[src/rtl/inst_loader.sv]
// inst_loader: UART 8N1 receiver feeding a length-prefixed instruction-memory loader.
module inst_loader #(
  parameter int CLK_PER_HALF_BIT = 434,
  parameter int INST_SIZE = 12
) (
  input  logic                 clk,
  input  logic                 rst,
  input  logic [2:0]           mode,
  input  logic                 rxd,
  output logic                 we,
  output logic [INST_SIZE-1:0] waddr,
  output logic [31:0]          wdata,
  output logic                 done,
  output logic                 err
);
  localparam int BIT_CLKS = 2 * CLK_PER_HALF_BIT;
  localparam int CW = $clog2(BIT_CLKS);
  localparam logic [2:0] LOAD = 3'd1;
  typedef enum logic [1:0] {RX_IDLE, RX_START, RX_DATA, RX_STOP} rx_t;
  typedef enum logic [1:0] {L_IDLE, L_HEADER, L_DATA, L_DONE} ld_t;
  rx_t rx_state, rx_next;
  ld_t l_state, l_next;
  logic [1:0] sync;
  logic rx_s;
  logic [CW-1:0] cnt;
  logic [2:0] bit_idx;
  logic [7:0] rx_sh;
  logic rx_valid;
  logic half_tick, bit_tick;
  logic [1:0] bcnt;
  logic [31:0] sh, n, k, word;
  logic load, active, byte_last;
  assign rx_s = sync[1];
  assign half_tick = cnt == CW'(CLK_PER_HALF_BIT - 1);
  assign bit_tick = cnt == CW'(BIT_CLKS - 1);
  assign load = mode == LOAD;
  assign active = load && (l_state == L_HEADER || l_state == L_DATA);
  assign byte_last = rx_valid && bcnt == 2'd3;
  // bytes arrive little-endian, so each new byte enters at the top
  assign word = {rx_sh, sh[31:8]};
  always_comb begin
    rx_next = rx_state;
    case (rx_state)
      RX_IDLE:  rx_next = rx_s ? RX_IDLE : RX_START;
      RX_START: rx_next = !half_tick ? RX_START : (rx_s ? RX_IDLE : RX_DATA);
      RX_DATA:  rx_next = (bit_tick && bit_idx == 3'd7) ? RX_STOP : RX_DATA;
      RX_STOP:  rx_next = bit_tick ? RX_IDLE : RX_STOP;
      default:  rx_next = RX_IDLE;
    endcase
  end
  always_ff @(posedge clk or posedge rst) begin
    if (rst) begin
      sync <= 2'b11;
      rx_state <= RX_IDLE;
      cnt <= '0;
      bit_idx <= '0;
      rx_sh <= '0;
      rx_valid <= 1'b0;
      err <= 1'b0;
    end else begin
      sync <= {sync[0], rxd};
      rx_state <= rx_next;
      rx_valid <= 1'b0;
      cnt <= (rx_next != rx_state || bit_tick) ? '0 : cnt + 1'b1;
      if (rx_state == RX_START) bit_idx <= '0;
      if (rx_state == RX_DATA && bit_tick) begin
        rx_sh <= {rx_s, rx_sh[7:1]};
        bit_idx <= bit_idx + 1'b1;
      end
      if (rx_state == RX_STOP && bit_tick) begin
        rx_valid <= rx_s;
        err <= err | !rx_s;
      end
    end
  end
  always_comb begin
    l_next = l_state;
    case (l_state)
      L_IDLE:   l_next = (load && !done) ? L_HEADER : L_IDLE;
      L_HEADER: l_next = !load ? L_IDLE : (!byte_last ? L_HEADER : (word == '0 ? L_DONE : L_DATA));
      L_DATA:   l_next = !load ? L_IDLE : ((byte_last && k == n - 32'd1) ? L_DONE : L_DATA);
      default:  l_next = L_DONE;
    endcase
  end
  always_ff @(posedge clk or posedge rst) begin
    if (rst) begin
      l_state <= L_IDLE;
      bcnt <= '0;
      sh <= '0;
      n <= '0;
      k <= '0;
      we <= 1'b0;
      waddr <= '0;
      wdata <= '0;
      done <= 1'b0;
    end else begin
      l_state <= l_next;
      we <= 1'b0;
      done <= l_next == L_DONE;
      if (l_state == L_IDLE) begin
        bcnt <= '0;
        n <= '0;
        k <= '0;
      end
      if (active && rx_valid) begin
        sh <= word;
        bcnt <= bcnt + 1'b1;
      end
      if (active && byte_last && l_state == L_HEADER) begin
        n <= word;
        k <= '0;
      end
      // words beyond the memory are counted but never written
      if (active && byte_last && l_state == L_DATA) begin
        k <= k + 32'd1;
        if (k[31:INST_SIZE] == '0) begin
          we <= 1'b1;
          waddr <= k[INST_SIZE-1:0];
          wdata <= word;
        end
      end
    end
  end
endmodule

[config.mk]
export PLATFORM = sky130hd
export DESIGN_NAME = inst_loader
export DESIGN_NICKNAME = d
export VERILOG_FILES = /design/src/rtl/inst_loader.sv
export SDC_FILE = /design/constraint.sdc
export NUM_CORES = 1
export LEC_CHECK = 0
export ABC_AREA = 0
export CORE_ASPECT_RATIO = 1.75
export CORE_UTILIZATION = 55
export DETAILED_ROUTE_END_ITERATION = 6
export PLACE_DENSITY = 0.83
export SKIP_CTS_REPAIR_TIMING = 1
export SLEW_MARGIN = 25
export SYNTH_ARGS = -nofsm -noshare
export SYNTH_HDL_FRONTEND = slang
export SYNTH_SLANG_ARGS = --single-unit
[constraint.sdc]
create_clock -name clk -period 9.3 [get_ports clk]
set_clock_uncertainty 0.15 [all_clocks]
set_input_delay 1.395 -clock clk [delete_from_list [all_inputs] [get_ports clk]]
set_output_delay 1.395 -clock clk [all_outputs]
set_load 0.02 [all_outputs]
==> flow_summary.toml <==
[synthesis]
synth-edff-count = 0
yosys_warnings = 0
synth_seq_cells = 165
synth_fp_nets = 812
seq_area_frac_synth_pct = 50.2
async_flop_share_pct = 100
syn_area_um2 = 8230
synth.avg_cell_area_um2 = 10.3
ys.flop_type = "dfrtp_1"
synth_cell_type_count = 71
syn_inst = 795

[critical_path]
reg2reg_slack_ps = 5430
crit_fanout = 28
critPathCaptureType = "flip-flop"
worst_setup_path_start_kind = "input pin"
cp.required_ps = 9470
critPathKind = "in2reg"
cp_data_arrival_time_ps = 4750

[outcome]
run_status = "completed"

[routing]
vias = 6286
drc = 0
postRouteAntennaNets = 0
wire_per_inst_um = 18.3
drtIter0Drc = 320
firstDrtPassIters = 5
wl_mm = 18.7
vias_per_cell = 6.14

[die]
die_w_um = 94.5
core_area_um2 = 14500
start_util_pct = 56.7
die_area_um2 = 15500
die_h_um = 164
row_count = 58
io_pins = 53

[final_layout]
insertedDiodeCount = 0
layout_common_cells = "dfrtp_1, nand2_1, nand3_1"
final_layout_size_suffix_gt1_share_pct = 11.1
fin_area_um2 = 9460
stdcell_count = 1024
final_common_cell = "dfrtp_1"
fin_util_pct = 65.2
area_delta_synth_final_pct = 15.0
fin_nets = 848
nFillCells = 1116

[job]
drv_cap = 0

[timing]
maxSlewViolCount = 0
layout_min_cycle_time_ps = 4590
timing.fmax_mhz = 218
hold_viol_final = 0
setup_viol = 0
finalCritPeriodShare_pct = 49.3
max_slew_margin_pct = 31.3
tightest_slew_ps = 1030
rsz0062_at_grt = "no"
final.setup.tns_ps = 0

[clock_tree]
clk_latency_ps = 430
cts_made_buffers = 17
clk_pin_slew_worst_paths_ps = 70
cts_root_buffer = "clkbuf_16"
cts.sinks = 165
cts.path.max_buffers = 2
cts_tree = "built"
htreeDepth = 4

[pwr]
power.density_nw_per_um2 = 152
p_leak_nw = 4.53
power_mw = 1.44
ir_drop_uv = 131

[global_route]
use_met3_pct = 3.52
use_met1_pct = 29.8
grt_start_max_net_pins = 85
antenna_found_initial = 0
top_usage_layer = "met2"
grt_util_all_layers_pct = 26.3
grt_pass1_vias = 6378
gr-total-overflow = 0
met2_usage_pct = 45.0
grt_first_pass_wirelength_mm = 31.2

[placement]
hpwl_mm = 13.1
place_area_um2 = 8870
numPortBuffers = 52
dp.cells = 992
gp_congestion = 0.885

[min_path]
hold_path.class = "reg2reg"
-- per-stage QoR --
stage	worst slack (ps)	hold WS, ps
global route	4410	212
floorplan	3300	195
detailed placement	4240	199
finish	4710	210
global placement	4340	196
CTS	4690	208
-- layout make-up --
class / count / area, um2 / share of cell area [%]
multi-input combinational: 564 / 3850 / 40.7
tap: 180 / 225 / 2.38
clock buffer: 17 / 425 / 4.50
clock inverter: 15 / 165 / 1.75
timing repair buffer: 58 / 569 / 6.02
inverter: 25 / 98.8 / 1.04
sequential: 165 / 4130 / 43.7
-- state kept, by name, summed over array words and instances (netlist names) --
signal / cells
sh: 24
bcnt: 2
rx_state: 2
we: 1
waddr: 12
wdata: 32
n: 32
l_state: 2
bit_idx: 3
sync: 2
k: 32
err: 1
rx_sh: 8
rx_valid: 1
cnt: 10
done: 1
-- cells in the mapped netlist (5+ instances only) --
master,n,area share [%]
a31oi_1,6,0.46
o21a_1,5,0.46
or4_1,8,0.73
o31ai_1,12,1.1
nor2_1,37,1.7
inv_1,24,1.1
nor4_1,26,2.0
nand2_1,110,5.0
ha_1,11,1.7
mux2i_1,15,1.8
o22ai_1,6,0.46
nor3_1,17,1.0
o211ai_1,5,0.46
mux2_2,37,5.1
o21ai_0,24,1.5
mux2_1,40,5.5
dfrtp_1,163,50
nand2b_1,8,0.61
and3_1,8,0.61
clkbuf_1,32,1.5
nand4_1,18,1.4
xor2_1,15,1.6
or3_1,7,0.53
xnor2_1,21,2.2
nand3_1,57,3.5
a21oi_1,9,0.55
buf_2,5,0.30
-- final timing paths --
kind,startpoint,endpoint,depth (start not counted)
worst min-delay path,sync[0],sync[1],0
max in group asynchronous,rst,sh[16],3
worst min register to register,sync[0],sync[1],0
worst max-delay path,mode[0],wdata[13],6
min in group asynchronous,rst,wdata[23],2
worst max register to register,n[0],done,9
-- logic make-up after synthesis --
logic type	Yosys count	synth area share, %
AO/OA/AOI/OAI	97	8.06
XOR/XNOR	36	3.83
adder cells (fa/ha/maj)	11	1.67
buffers and inverters	66	3.18
flip-flops	165	50.2
multiplexers	93	12.6
AND/OR/NAND/NOR	327	20.4
-- per-layer routing --
layer | vias up | routed length, um
met3 | 80 | 540
met2 | 174 | 9680
li1 | 2952 | -
met5 | - | 0
met1 | 3080 | 7290
met4 | 0 | 1220
-- critical path, cell delays in order --
cell and delay [ps]:
clkdlybuf4s50_1 440, nor3b_1 620, nand3_1 550, nor3_4 870
buf_4 480, mux2_1 380
-- power by group --
group	total (mW)	leakage, nW	switching, mW	internal, mW
registers	0.719	2.28	0.000557	0.718
clock network	0.700	0.286	0.319	0.381
logic	0.0225	1.96	0.0186	0.00381
total	1.44	4.53	0.338	1.10
No activity file was read; power rests on OpenSTA's default activity.
